[src/rtl/mem_stage_pkg.sv]
// Shared encodings for the MEM pipeline stage: access sizes, FSM states,
// default writeback-control width and the alignment check.
package mem_stage_pkg;

  localparam int WBCTRL_W_DEFAULT = 6;

  localparam logic [1:0] SZ_WORD = 2'b00;
  localparam logic [1:0] SZ_HALF = 2'b01;
  localparam logic [1:0] SZ_BYTE = 2'b10;

  typedef enum logic {
    ST_IDLE   = 1'b0,
    ST_ACCESS = 1'b1
  } state_e;

  // Illegal size 2'b11 is handled as a word access.
  function automatic logic is_misaligned(input logic [1:0] size, input logic [1:0] addr_lo);
    case (size)
      SZ_BYTE: return 1'b0;
      SZ_HALF: return addr_lo[0];
      default: return (addr_lo != 2'b00);
    endcase
  endfunction

endpackage

[src/rtl/mem_load_align.sv]
// Load-data alignment: picks the addressed byte/half lane out of the memory
// word and sign- or zero-extends it to 32 bits.
module mem_load_align
  import mem_stage_pkg::*;
(
  input  logic [31:0] rdata,
  input  logic [1:0]  addr_lo,
  input  logic [1:0]  size,
  input  logic        is_unsigned,
  output logic [31:0] data
);

  logic [7:0]  byte_s;
  logic [15:0] half_s;

  // Lane select followed by extension according to the access size
  always_comb begin
    byte_s = 8'h00;
    half_s = 16'h0000;
    data   = rdata;
    case (addr_lo)
      2'b00:   byte_s = rdata[7:0];
      2'b01:   byte_s = rdata[15:8];
      2'b10:   byte_s = rdata[23:16];
      2'b11:   byte_s = rdata[31:24];
      default: byte_s = rdata[7:0];
    endcase
    if (addr_lo[1]) begin
      half_s = rdata[31:16];
    end else begin
      half_s = rdata[15:0];
    end
    case (size)
      SZ_BYTE: data = {{24{byte_s[7] & ~is_unsigned}}, byte_s};
      SZ_HALF: data = {{16{half_s[15] & ~is_unsigned}}, half_s};
      default: data = rdata;
    endcase
  end

endmodule

[src/rtl/mem_access_stage.sv]
// MEM stage: issues lane-masked loads/stores over a req/ack data-memory port,
// stalls upstream while outstanding, and registers results into MEM/WB.
// Optional build macro MEM_MISALIGN_TRAP_EN turns misaligned accesses into traps.
module mem_access_stage
  import mem_stage_pkg::*;
#(
  parameter int WBCTRL_W = WBCTRL_W_DEFAULT
) (
  input  logic                Clk,
  input  logic                Rst,
  input  logic                ex_valid,
  input  logic [31:0]         ex_alu_result,
  input  logic [31:0]         ex_store_data,
  input  logic                ex_mem_read,
  input  logic                ex_mem_write,
  input  logic [1:0]          ex_size,
  input  logic                ex_load_unsigned,
  input  logic [4:0]          ex_dest,
  input  logic [WBCTRL_W-1:0] ex_wb_ctrl,
  output logic                stall_o,
  output logic                dmem_req,
  output logic                dmem_we,
  output logic [31:0]         dmem_addr,
  output logic [3:0]          dmem_be,
  output logic [31:0]         dmem_wdata,
  input  logic [31:0]         dmem_rdata,
  input  logic                dmem_ack,
  output logic                wb_valid,
  output logic [31:0]         wb_data,
  output logic [4:0]          wb_dest,
  output logic [WBCTRL_W-1:0] wb_wb_ctrl,
  output logic                wb_misalign
);

  state_e              state_r, state_nxt_s;
  logic                mem_op_s, misalign_s;
  logic [3:0]          be_s;
  logic [31:0]         wdata_s, load_data_s;
  logic [31:0]         hold_addr_r;
  logic [1:0]          hold_size_r;
  logic                hold_unsigned_r, hold_is_load_r;
  logic [4:0]          hold_dest_r;
  logic [WBCTRL_W-1:0] hold_ctrl_r;
  logic                dmem_we_r;
  logic [31:0]         dmem_addr_r, dmem_wdata_r;
  logic [3:0]          dmem_be_r;
  logic                wb_valid_r, wb_misalign_r;
  logic [31:0]         wb_data_r;
  logic [4:0]          wb_dest_r;
  logic [WBCTRL_W-1:0] wb_ctrl_r;

  assign mem_op_s = ex_valid & (ex_mem_read | ex_mem_write);

`ifdef MEM_MISALIGN_TRAP_EN
  assign misalign_s = is_misaligned(ex_size, ex_alu_result[1:0]);
`else
  assign misalign_s = 1'b0;
`endif

  // Store lane replication and byte-enable generation for the incoming op
  always_comb begin
    be_s    = 4'b1111;
    wdata_s = ex_store_data;
    case (ex_size)
      SZ_HALF: begin
        be_s    = ex_alu_result[1] ? 4'b1100 : 4'b0011;
        wdata_s = {2{ex_store_data[15:0]}};
      end
      SZ_BYTE: begin
        be_s    = 4'b0001 << ex_alu_result[1:0];
        wdata_s = {4{ex_store_data[7:0]}};
      end
      default: begin
        be_s    = 4'b1111;
        wdata_s = ex_store_data;
      end
    endcase
  end

  mem_load_align u_load_align (
    .rdata       (dmem_rdata),
    .addr_lo     (hold_addr_r[1:0]),
    .size        (hold_size_r),
    .is_unsigned (hold_unsigned_r),
    .data        (load_data_s)
  );

  // Next-state logic
  always_comb begin
    state_nxt_s = state_r;
    case (state_r)
      ST_IDLE: begin
        if (mem_op_s && !misalign_s) begin
          state_nxt_s = ST_ACCESS;
        end else begin
          state_nxt_s = ST_IDLE;
        end
      end
      ST_ACCESS: begin
        if (dmem_ack) begin
          state_nxt_s = ST_IDLE;
        end else begin
          state_nxt_s = ST_ACCESS;
        end
      end
      default: state_nxt_s = ST_IDLE;
    endcase
  end

  // State register
  always_ff @(posedge Clk) begin
    if (!Rst) begin
      state_r <= ST_IDLE;
    end else begin
      state_r <= state_nxt_s;
    end
  end

  // Hold registers and memory-port registers; port fields stay stable until ack
  always_ff @(posedge Clk) begin
    if (!Rst) begin
      hold_addr_r     <= 32'h0000_0000;
      hold_size_r     <= 2'b00;
      hold_unsigned_r <= 1'b0;
      hold_is_load_r  <= 1'b0;
      hold_dest_r     <= 5'd0;
      hold_ctrl_r     <= '0;
      dmem_we_r       <= 1'b0;
      dmem_addr_r     <= 32'h0000_0000;
      dmem_be_r       <= 4'b0000;
      dmem_wdata_r    <= 32'h0000_0000;
    end else if (state_r == ST_IDLE && mem_op_s && !misalign_s) begin
      hold_addr_r     <= ex_alu_result;
      hold_size_r     <= ex_size;
      hold_unsigned_r <= ex_load_unsigned;
      hold_is_load_r  <= ex_mem_read & ~ex_mem_write;
      hold_dest_r     <= ex_dest;
      hold_ctrl_r     <= ex_wb_ctrl;
      dmem_we_r       <= ex_mem_write;
      dmem_addr_r     <= {ex_alu_result[31:2], 2'b00};
      dmem_be_r       <= be_s;
      dmem_wdata_r    <= wdata_s;
    end else if (state_r == ST_ACCESS && dmem_ack) begin
      dmem_we_r       <= 1'b0;
      dmem_addr_r     <= 32'h0000_0000;
      dmem_be_r       <= 4'b0000;
      dmem_wdata_r    <= 32'h0000_0000;
    end else begin
      dmem_we_r       <= dmem_we_r;
      dmem_addr_r     <= dmem_addr_r;
      dmem_be_r       <= dmem_be_r;
      dmem_wdata_r    <= dmem_wdata_r;
    end
  end

  // MEM/WB register; payload fields only change when a valid result is loaded
  always_ff @(posedge Clk) begin
    if (!Rst) begin
      wb_valid_r    <= 1'b0;
      wb_data_r     <= 32'h0000_0000;
      wb_dest_r     <= 5'd0;
      wb_ctrl_r     <= '0;
      wb_misalign_r <= 1'b0;
    end else begin
      case (state_r)
        ST_IDLE: begin
          if (mem_op_s && misalign_s) begin
            wb_valid_r    <= 1'b1;
            wb_data_r     <= 32'h0000_0000;
            wb_dest_r     <= ex_dest;
            wb_ctrl_r     <= ex_wb_ctrl;
            wb_misalign_r <= 1'b1;
          end else if (ex_valid && !mem_op_s) begin
            wb_valid_r    <= 1'b1;
            wb_data_r     <= ex_alu_result;
            wb_dest_r     <= ex_dest;
            wb_ctrl_r     <= ex_wb_ctrl;
            wb_misalign_r <= 1'b0;
          end else begin
            wb_valid_r    <= 1'b0;
          end
        end
        ST_ACCESS: begin
          if (dmem_ack) begin
            wb_valid_r    <= 1'b1;
            wb_data_r     <= hold_is_load_r ? load_data_s : hold_addr_r;
            wb_dest_r     <= hold_dest_r;
            wb_ctrl_r     <= hold_ctrl_r;
            wb_misalign_r <= 1'b0;
          end else begin
            wb_valid_r    <= 1'b0;
          end
        end
        default: wb_valid_r <= 1'b0;
      endcase
    end
  end

  assign stall_o     = (state_r == ST_ACCESS);
  assign dmem_req    = (state_r == ST_ACCESS);
  assign dmem_we     = dmem_we_r;
  assign dmem_addr   = dmem_addr_r;
  assign dmem_be     = dmem_be_r;
  assign dmem_wdata  = dmem_wdata_r;
  assign wb_valid    = wb_valid_r;
  assign wb_data     = wb_data_r;
  assign wb_dest     = wb_dest_r;
  assign wb_wb_ctrl  = wb_ctrl_r;
  assign wb_misalign = wb_misalign_r;

endmodule

[config.mk]
export PLATFORM = sky130hd
export DESIGN_NAME = mem_access_stage
export DESIGN_NICKNAME = d
export VERILOG_FILES = /design/src/rtl/mem_stage_pkg.sv /design/src/rtl/mem_load_align.sv /design/src/rtl/mem_access_stage.sv
export SDC_FILE = /design/constraint.sdc
export NUM_CORES = 1
export LEC_CHECK = 0
export CELL_PAD_IN_SITES_DETAIL_PLACEMENT = 1
export CELL_PAD_IN_SITES_GLOBAL_PLACEMENT = 1
export CORE_ASPECT_RATIO = 1.1
export CORE_MARGIN = 1
export CORE_UTILIZATION = 33
export DETAILED_ROUTE_END_ITERATION = 10
export HOLD_SLACK_MARGIN = 0.06
export PLACE_DENSITY = 0.77
export SKIP_LAST_GASP = 1
export SLEW_MARGIN = 20
export SYNTH_ARGS = -nofsm -noshare
export SYNTH_HDL_FRONTEND = slang
export SYNTH_SLANG_ARGS = --single-unit
[constraint.sdc]
create_clock -name Clk -period 2 [get_ports Clk]
set_clock_uncertainty 0.1 [all_clocks]
set_input_delay 0.4 -clock Clk [delete_from_list [all_inputs] [get_ports Clk]]
set_output_delay 0.4 -clock Clk [all_outputs]
set_load 0.03 [all_outputs]
==> results of run 1 <==
[area by class of cell]
type	count	area, sq um
inverter	19	77.6
antenna	1	2.50
clock inverter	9	86.3
sequential	159	3190
tap	290	363
fill	2581	10600
timing repair buffer	289	2980
timing repair inverter	1	5.00
clock buffer	21	460
multi-input combinational	633	3540
[cells by family after synthesis]
| group | Yosys count | share of synthesized area |
|---|---|---|
| other cells | 1 | 0.000524 |
| mux | 29 | 0.0418 |
| simple gates | 303 | 0.179 |
| fa+ha+maj | 4 | 0.00699 |
| buf+inv | 98 | 0.0666 |
| compound gates | 294 | 0.261 |
| flops | 159 | 0.445 |
[synth_stat cells, types with 2 or more instances]
cell type / n / share of area
nor3_1: 10 / 0.0070
or3_1: 2 / 0.0017
nand2b_1: 7 / 0.0061
buf_4: 8 / 0.0084
nor4b_1: 5 / 0.0061
a22oi_1: 8 / 0.0084
o32ai_1: 5 / 0.0061
buf_2: 27 / 0.019
a21oi_1: 118 / 0.082
nor2b_1: 5 / 0.0044
nand3_1: 16 / 0.011
inv_1: 19 / 0.010
nand4b_1: 2 / 0.0024
o21ai_0: 62 / 0.043
o211ai_1: 2 / 0.0021
buf_6: 6 / 0.0094
nand2_1: 216 / 0.11
a211oi_1: 11 / 0.012
dfxtp_1: 159 / 0.44
a221oi_1: 11 / 0.013
o21ai_1: 14 / 0.0098
a221oi_2: 13 / 0.027
mux2i_2: 2 / 0.0038
a31oi_1: 6 / 0.0052
ha_1: 4 / 0.0070
o22a_1: 12 / 0.015
nor2_1: 31 / 0.016
o22ai_1: 17 / 0.015
a21oi_4: 2 / 0.0045
o31ai_1: 8 / 0.0084
buf_1: 3 / 0.0016
mux2i_1: 26 / 0.036
clkbuf_1: 35 / 0.018
[metal layers]
layer | track usage | wire length (um)
met4 | 0.120 | 865
met2 | 0.401 | 12800
met1 | 0.297 | 11400
met5 | 0 | 0
met3 | 0.0618 | 1870
[worst paths after layout]
path | from | end | slack (ns) | depth (start not counted)
worst max-delay path | dmem_addr[7] | dmem_addr[7] | 0.04 | 1
worst min-delay path | dmem_wdata[24] | dmem_wdata[24] | 0.35 | 2
worst max register to register | hold_size_r[0] | wb_data[11] | 0.17 | 7
worst min register to register | dmem_wdata[24] | dmem_wdata[24] | 0.35 | 2
[report_power, final]
group	switching, mW	total (mW)	internal (mW)
clock network	1.33	3.09	1.77
registers	0.130	3.50	3.37
logic	1.11	1.98	0.861
[layout by cell type (no fill, tap or decap), types with 17 or more instances in the layout]
cell,n
clkbuf_16,17
dlymetal6s2s_1,26
a21oi_1,117
inv_1,17
dfxtp_1,157
buf_4,45
nor2_1,29
nand2_1,214
clkdlybuf4s50_1,192
o22ai_1,17
o21ai_0,61
mux2i_1,26
[sequential cells by signal (all words and copies together) (netlist names)]
| register | cells |
|---|---|
| dmem_wdata | 32 |
| hold_addr_r | 32 |
| wb_data | 32 |
| dmem_addr | 30 |
| hold_ctrl_r | 6 |
| wb_wb_ctrl | 6 |
| hold_dest_r | 5 |
| wb_dest | 5 |
| dmem_be | 4 |
| hold_size_r | 2 |
| dmem_req | 1 |
| dmem_we | 1 |
| hold_is_load_r | 1 |
| hold_unsigned_r | 1 |
| wb_valid | 1 |
[what timing repair did]
item | in CTS | in global routing
gates cloned | 0 | 1
hold buffers | 0 | 0
pin swaps | 0 | 1
resized for setup | 12 | 33
setup endpoints to repair | 14 | 52
setup buffers | 0 | 0
==> summary.md, run 1 <==
| Metric | Value |
|---|---|
| Worst skew pair latency | 0.42 ns |
| # placed instances | 1390 |
| Port Buffers | 228 |
| Pre-CTS setup slack | -0.449 ns |
| WL final | 27000 um |
| Cell row count | 56 |
| Outcome | completed |
| Max-Slew Margin vs Limit | 0.610 |
| Final setup vio count | 0 |
| Data required, critical path | 1.50 ns |
| Longest Clk Path Bufs | 2 |
| Post-route DRC | 0 |
| Detailed Place HPWL | 19700 um |
| Worst-Margin Slew | 0.585 ns |
| Vias/cell | 5.25 |
| Buffers plus inverters on the worst setup path | 1 |
| CTS clk-pin slew, worst paths | 0.07 ns |
| Number of clock sinks | 159 |
| I/O Pins | 232 |
| Design Area, Final | 10700 sq um |
| Die Ht | 156 um |
| Root Buffer | clkbuf_16 |
| Worst path max stage delay | 0.69 ns |
| Worst EP arrival | 1.46 ns |
| CORE AREA | 21300 sq um |
| Hold WS | 0.350 ns |
| Largest net degree at the start of global routing | 53 |
| Initial antenna violation count | 1 |
| CP max FO | 2 |
| Post-synth top flop | dfxtp_1 |
| Final net count | 1240 |
| Global-route wire length before repair | 41800 um |
| Synth async-reset ratio | 0 |
| Die area | 22300 sq um |
| Post-synthesis sequential area ratio | 0.445 |
| Post-Syn Area per Cell | 8.06 sq um |
| Pwr dens | 800 nW/um^2 |
| Warnings from Yosys | 0 |
| Area grow syn2layout | 49.5% |
| Critical path cell sequence | clkdlybuf4s50_1 |
| Placed cell area | 10100 sq um |
| Pre-antenna DRT Iters | 7 |
| P_leak | 4.24 nW |
| DR WL/cell | 19.0 um |
| Post-Syn Area | 7160 sq um |
| Hold crit path type | reg2reg |
| Final period utilization | 0.981 |
| Crit Path Category | reg2out |
| Clock buffer count from CTS | 17 |
| Count of final max-slew check failures | 0 |
| Gpl congestion | 0.852 |
| Fin Setup TNS | 0 ns |
| GRT overflow | 0 |
| CP Launch Type | flop |
| Syn Inst Count | 888 |
| Maxcap violations | 0 |
| Final min period | 1.96 ns |
| Fin. Hold Viols | 0 |
| DR vias | 7461 |
| Initial Utilization | 0.336 |
| Vias in the first global route | 7697 |
| Synthesis-stage register bit count | 159 |
| Total power | 8.57 mW |
| Core Util, Final | 0.503 |
| Yosys cell types | 49 |
| DR iter-0 viols | 324 |
| Fmax | 0.509 GHz |
| GRT Total Usage | 0.245 |
| Chip width | 142 um |
| VDD IR-drop max | 0.000596 V |
| Top delay family on crit path | buffers and inverters |
| CTS tree | yes |
| Antenna viol nets, final | 0 |
| Crit path capture type | output pin |
| Post-route insts no fill | 1422 |
| H-tree levels | 4 |
| RSZ-0062 raised after global routing | false |
| Worst setup margin | 0.0371 ns |
| Share of cells above drive strength 1 | 0.110 |
| EDFF count, synth | 0 |
| CP max-delay cell | clkdlybuf4s50_1 |
Power figures use the tool's default switching activity.
==> run 2: changes to the inputs <==
--- a/config.mk
+++ b/config.mk
@@ -7,12 +7,11 @@
 export LEC_CHECK = 0
 export CELL_PAD_IN_SITES_DETAIL_PLACEMENT = 1
 export CELL_PAD_IN_SITES_GLOBAL_PLACEMENT = 1
-export CORE_ASPECT_RATIO = 1.1
 export CORE_MARGIN = 1
 export CORE_UTILIZATION = 33
 export DETAILED_ROUTE_END_ITERATION = 10
 export HOLD_SLACK_MARGIN = 0.06
-export PLACE_DENSITY = 0.77
+export PLACE_DENSITY_LB_ADDON = 0.12
 export SKIP_LAST_GASP = 1
 export SLEW_MARGIN = 20
 export SYNTH_ARGS = -nofsm -noshare
==> summary.md, run 2 (synthesized netlist as in run 1, its figures left out) <==
| Metric | Value |
|---|---|
| Outcome | completed |
| Area grow syn2layout | 50.1% |
| Crit Reg-Reg Endpoint | wb_data[0] |
| Initial antenna violation count | 2 (+1) |
| Critical path cell sequence | clkdlybuf4s50_1 |
| Footprint of the multi-input gates | 3530 sq um (-0.18%) |
| DR iter-0 viols | 331 (+2.2%) |
| Crit path from | wb_data[3] |
| Start of the worst register-to-register path | hold_size_r[0] |
| ANT cells | 0 (-1) |
| Post-route DRC | 0 (unchanged) |
| Comb power frac | 0.227 (-0.004) |
| Clock network fraction of total power | 0.373 (+0.012) |
| Worst setup margin | 0.0437 ns (+0.00654 ns) |
| Maxcap violations | 0 (unchanged) |
| H-tree levels | 4 (unchanged) |
| Hold EP | dmem_addr[19] |
| RSZ-0062 raised after global routing | false |
| P_leak | 4.27 nW (+0.78%) |
| Crit path capture type | output pin |
| CTS clk-pin slew, worst paths | 0.07 ns (about the same) |
| Antenna viol nets, final | 0 (unchanged) |
| Pre-antenna DRT Iters | 5 (-2) |
| Number of clock sinks | 159 (unchanged) |
| Detailed Place HPWL | 19600 um (-0.42%) |
| Final net count | 1245 (+0.40%) |
| Total power | 8.72 mW (+1.8%) |
| Setup slack, reg-to-reg | 0.12 ns (-0.05 ns) |
| I/O Pins | 232 (unchanged) |
| CP max-delay cell | clkdlybuf4s50_1 |
| Sequential cell area | 3190 sq um (about the same) |
| Share of cells above drive strength 1 | 0.116 (+0.00636) |
| Global-route wire length before repair | 41700 um (-0.20%) |
| Post-route insts no fill | 1413 (-0.63%) |
| Clock buffer count from CTS | 17 (unchanged) |
| Commonest cells after routing, fill and taps aside | nand2_1, clkdlybuf4s50_1, dfxtp_1 |
| NetSw | 2.60 mW (+1.0%) |
| Final period utilization | 0.978 (-0.00327) |
| Fillers | 2470 (-4.3%) |
| Seq pwr share | 0.400 (-0.008) |
| Pwr dens | 812 nW/um^2 (+1.4%) |
| CORE AREA | 21200 sq um (-0.69%) |
| Longest Clk Path Bufs | 2 (unchanged) |
| Top delay family on crit path | buffers and inverters |
| Hold Crit Start | dmem_addr[19] |
| Fmax | 0.511 GHz (+0.33%) |
| GRT overflow | 0 (unchanged) |
| GRT Total Usage | 0.244 (-0.000301) |
| Internal Power | 6.12 mW (+2.1%) |
| R2r worst-path depth | 7 (unchanged) |
| Initial Utilization | 0.338 (+0.00233) |
| VDD IR-drop max | 0.000516 V (-13%) |
| Core Util, Final | 0.508 (+0.00531) |
| Root Buffer | clkbuf_16 |
| Most common cell after layout, fill and taps aside | nand2_1 |
| Data required, critical path | 1.50 ns (about the same) |
| Final setup vio count | 0 (unchanged) |
| Port Buffers | 228 (unchanged) |
| Final min period | 1.96 ns (-0.00654 ns) |
| Buffers plus inverters on the worst setup path | 1 (unchanged) |
| Vias/cell | 5.27 (+0.48%) |
| CTS tree | yes |
| Hold crit path type | reg2reg |
| WL final | 26800 um (-0.77%) |
| Count of final max-slew check failures | 0 (unchanged) |
| Switching Fraction | 0.298 (-0.00226) |
| CP Launch Type | flop |
| Die Ht | 149 um (-4.6%) |
| Gpl congestion | 0.914 (+7.3%) |
| Vias in the first global route | 7602 (-1.2%) |
| CP max FO | 2 (unchanged) |
| Hold depth | 2 (unchanged) |
| Worst skew pair latency | 0.42 ns (about the same) |
| CTS Hold Bufs | 0 (unchanged) |
| DR vias | 7449 (-0.16%) |
| Largest net degree at the start of global routing | 52 (-1.9%) |
| Cell row count | 53 (-5.4%) |
| Worst EP arrival | 1.46 ns (about the same) |
| Crit Path Category | reg2out |
| DR WL/cell | 18.9 um (-0.14%) |
| Worst path max stage delay | 0.68 ns (about the same) |
| # placed instances | 1379 (-0.79%) |
| Fin. Hold Viols | 0 (unchanged) |
| Die area | 22300 sq um (about the same) |
| Chip width | 149 um (+4.8%) |
| Pre-CTS setup slack | -0.367 ns (+0.0823 ns) |
## run 2: power by group through the flow
| stage | combinational [mW] | clock [mW] | sequential [mW] |
|---|---|---|---|
| after floorplan | 0.773 | 0 | 3.81 |
| after global placement | 1.96 | 0 | 3.56 |
| after detailed placement | 1.98 | 0 | 3.56 |
| after CTS | 1.99 | 3.34 | 3.49 |
| after global routing | 2.13 | 3.46 | 3.51 |
| final | 1.98 | 3.26 | 3.49 |
## run 2: cell type report
cell class	instances	share of cell area
Multi-Input combinational cell	633	0.329
Sequential cell	159	0.297
Timing Repair Buffer	295	0.281
Clock buffer	21	0.0419
Tap cell	275	0.0320
Clock inverter	11	0.0122
Inverter	19	0.00687
## run 2: layer usage
metal	wire, um	global-route usage	up-vias
met1	11400	0.298	3608
met3	2000	0.0691	23
met4	389	0.0709	2
li1	-	-	3583
met2	13000	0.415	233
met5	14	0	-
## run 2: per-stage QoR
stage	hold slack [ns]	cell area (sq um)	setup TNS (ns)
6_report	0.353	10700	0
5_1_grt	0.366	10700	0
4_1_cts	0.357	10700	0
3_5_place_dp	0.347	10100	-39.37
3_3_place_gp	0.339	10100	-28.70
2_1_floorplan	0.333	7170	0
## run 2: worst max-delay path by stage
| stage | endpoint | slack [ns] | cells past startpoint |
|---|---|---|---|
| 6_report | wb_data[3] | 0.04 | 1 |
| 5_1_grt | dmem_wdata[3] | 0.0007 | 1 |
| 4_1_cts | dmem_be[1] | 0.001 | 1 |
| 3_5_place_dp | wb_data[2] | -0.37 | 7 |
| 3_3_place_gp | dmem_wdata[28] | -0.33 | 7 |
| 2_1_floorplan | wb_data[23] | 0.27 | 7 |
## run 2: worst reg2reg max path, delay by kind of cell, from the launching register on
family / cells / cell delay [ns]
adders and majority gates: 1 / 0.31
muxes: 1 / 0.30
and+or+nand+nor: 1 / 0.24
DFF: 1 / 0.35
buffers and inverters: 2 / 0.22
AOI/OAI and AO/OA: 2 / 0.25
## run 2: timing repair
item                                    4_1_cts  5_1_grt
pin swaps                                     1        0
gates resized for setup                       8       32
buffers inserted                              2        0
endpoints found under the setup margin       24       44
==> run 3: changes to the inputs <==
--- a/config.mk
+++ b/config.mk
@@ -5,12 +5,11 @@
 export SDC_FILE = /design/constraint.sdc
 export NUM_CORES = 1
 export LEC_CHECK = 0
-export CELL_PAD_IN_SITES_DETAIL_PLACEMENT = 1
-export CELL_PAD_IN_SITES_GLOBAL_PLACEMENT = 1
 export CORE_MARGIN = 1
-export CORE_UTILIZATION = 33
+export CORE_UTILIZATION = 46
 export DETAILED_ROUTE_END_ITERATION = 10
 export HOLD_SLACK_MARGIN = 0.06
+export MAX_ROUTING_LAYER = met4
 export PLACE_DENSITY_LB_ADDON = 0.12
 export SKIP_LAST_GASP = 1
 export SLEW_MARGIN = 20
==> summary.md, run 3 (synthesized netlist as in run 1, its figures left out) <==
| Metric | Value |
|---|---|
| Outcome | completed |
| Fillers | 1289 (-48%) |
| Cell row count | 45 (-15%) |
| Clock buffer count from CTS | 17 (unchanged) |
| Worst EP arrival | 1.47 ns (about the same) |
| Post-route DRC | 0 (unchanged) |
| Antenna viol nets, final | 0 (unchanged) |
| Total power | 8.63 mW (-1.1%) |
| Met2 wire len | 10800 um (-17%) |
| WL final | 23100 um (-14%) |
| Die area | 16100 sq um (-28%) |
| Buffers plus inverters on the worst setup path | 1 (unchanged) |
| Hold crit path type | reg2reg |
| H-tree levels | 4 (unchanged) |
| Die Ht | 127 um (-15%) |
| Pwr dens | 814 nW/um^2 (+0.35%) |
| Design Area, Final | 10600 sq um (-1.4%) |
| CP max-delay cell | clkdlybuf4s50_1 |
| Port Buffers | 228 (unchanged) |
| Footprint of the multi-input gates | 3530 sq um (-0.11%) |
| CTS tree | yes |
| Top delay family on crit path | buffers and inverters |
| DR WL/cell | 17.5 um (-7.5%) |
| CP Launch Type | flop |
| I/O Pins | 232 (unchanged) |
| Initial antenna violation count | 0 (-2) |
| Pre-antenna DRT Iters | 5 (unchanged) |
| Crit path capture type | output pin |
| Placed cell area | 9910 sq um (-1.5%) |
| Maxcap violations | 0 (unchanged) |
| Sequential cell area | 3190 sq um (about the same) |
| CP max FO | 2 (unchanged) |
| Number of clock sinks | 159 (unchanged) |
| GRT overflow | 0 (unchanged) |
| Final setup vio count | 0 (unchanged) |
| Chip width | 127 um (-15%) |
| Worst skew pair latency | 0.43 ns (about the same) |
| Most common cell after layout, fill and taps aside | nand2_1 |
| Vias/cell | 5.60 (+6.2%) |
| Final net count | 1235 (-0.80%) |
| DR iter-0 viols | 629 (+90%) |
| ANT cells | 0 (unchanged) |
| Area grow syn2layout | 47.9% |
| Data required, critical path | 1.50 ns (about the same) |
| Root Buffer | clkbuf_16 |
| Initial Utilization | 0.471 (+0.133) |
| DR WL met3 | 1690 um (-15%) |
| P_leak | 4.18 nW (-2.1%) |
| Critical path cell sequence | clkdlybuf4s50_1 |
| Share of cells above drive strength 1 | 0.106 (-0.00961) |
| Fin Setup TNS | 0 ns (unchanged) |
| Hold WS | 0.350 ns (-0.00361 ns) |
| # placed instances | 1283 (-7.0%) |
| Final period utilization | 0.986 (+0.00738) |
| Vias in the first global route | 6798 (-11%) |
| Gpl congestion | 0.935 (+2.3%) |
| Longest Clk Path Bufs | 2 (unchanged) |
| DRT met1 WL | 10300 um (-9.4%) |
| Detailed Place HPWL | 16200 um (-18%) |
| Crit Path Category | reg2out |
| CORE AREA | 15200 sq um (-28%) |
| Fin. Hold Viols | 0 (unchanged) |
| CTS clk-pin slew, worst paths | 0.06 ns (about the same) |
| Largest net degree at the start of global routing | 67 (+29%) |
| Fmax | 0.507 GHz (-0.75%) |
| Post-route insts no fill | 1316 (-6.9%) |
| DR vias | 7366 (-1.1%) |
| VDD IR-drop max | 0.000597 V (+16%) |
| Count of final max-slew check failures | 0 (unchanged) |
| GRT Total Usage | 0.296 (+0.0520) |
| Worst path max stage delay | 0.68 ns (about the same) |
| Uppermost layer routed | met4 |
| Final min period | 1.97 ns (+0.0148 ns) |
| Commonest cells after routing, fill and taps aside | nand2_1, clkdlybuf4s50_1, dfxtp_1 |
| Global-route wire length before repair | 36200 um (-13%) |
| RSZ-0062 raised after global routing | false |
==> run 3: cell types whose count changed in the layout (fill, tap and decap cells not counted), moves of 2 or more <==
cell,before,now
buf_12,15,17
buf_4,54,40
clkbuf_1,3,0
clkdlybuf4s50_1,192,199
clkinv_4,0,4
clkinvlp_4,5,3
dlygate4sd2_1,8,3
dlymetal6s2s_1,26,24
inv_6,2,4
nor2_1,29,31
nor2_2,2,0
==> run 3: per-layer routing <==
metal  vias to the layer above  track usage
met5                         -            -
met3                        23       0.0645
met2                       330        0.460
met1                      3437        0.387
li1                       3576            -
met4                         0       0.0889
==> run 3: worst paths after layout <==
path | from | end | depth (start not counted) | slack (ns)
worst max-delay path | wb_data[5] | wb_data[5] | 1 | 0.03
worst min-delay path | dmem_wdata[29] | dmem_wdata[29] | 2 | 0.35
worst max register to register | hold_size_r[1] | wb_data[6] | 6 | 0.17
worst min register to register | dmem_wdata[29] | dmem_wdata[29] | 2 | 0.35
==> run 3: cell type report <==
type / count / share of cell area
sequential: 159 / 0.301
clock buffer: 19 / 0.0428
multi-input combinational: 633 / 0.333
inverter: 19 / 0.00697
timing repair buffer: 285 / 0.282
tap: 188 / 0.0222
clock inverter: 13 / 0.0120
==> run 3: through the flow <==
| stage | utilization | setup slack, ns |
|---|---|---|
| after floorplan | - | 0.266 |
| after global placement | 0.652 | -0.207 |
| after detailed placement | 0.652 | -0.267 |
| after CTS | 0.691 | 0.00573 |
| after global routing | 0.697 | 0.000204 |
| final | 0.697 | 0.0289 |
==> run 3: timing repair <==
| item | CTS | global route |
|---|---|---|
| buffers inserted | 1 | 0 |
| endpoints found under the setup margin | 21 | 30 |
| resized for setup | 4 | 27 |
| endpoints found under the hold margin | 0 | 0 |
| hold buffers | 0 | 0 |
| pin swaps | 1 | 0 |
==> run 3: report_power, final <==
group / internal, mW / switching [mW]
Sequential: 3.37 / 0.121
Combinational: 0.866 / 1.08
Clock: 1.80 / 1.40
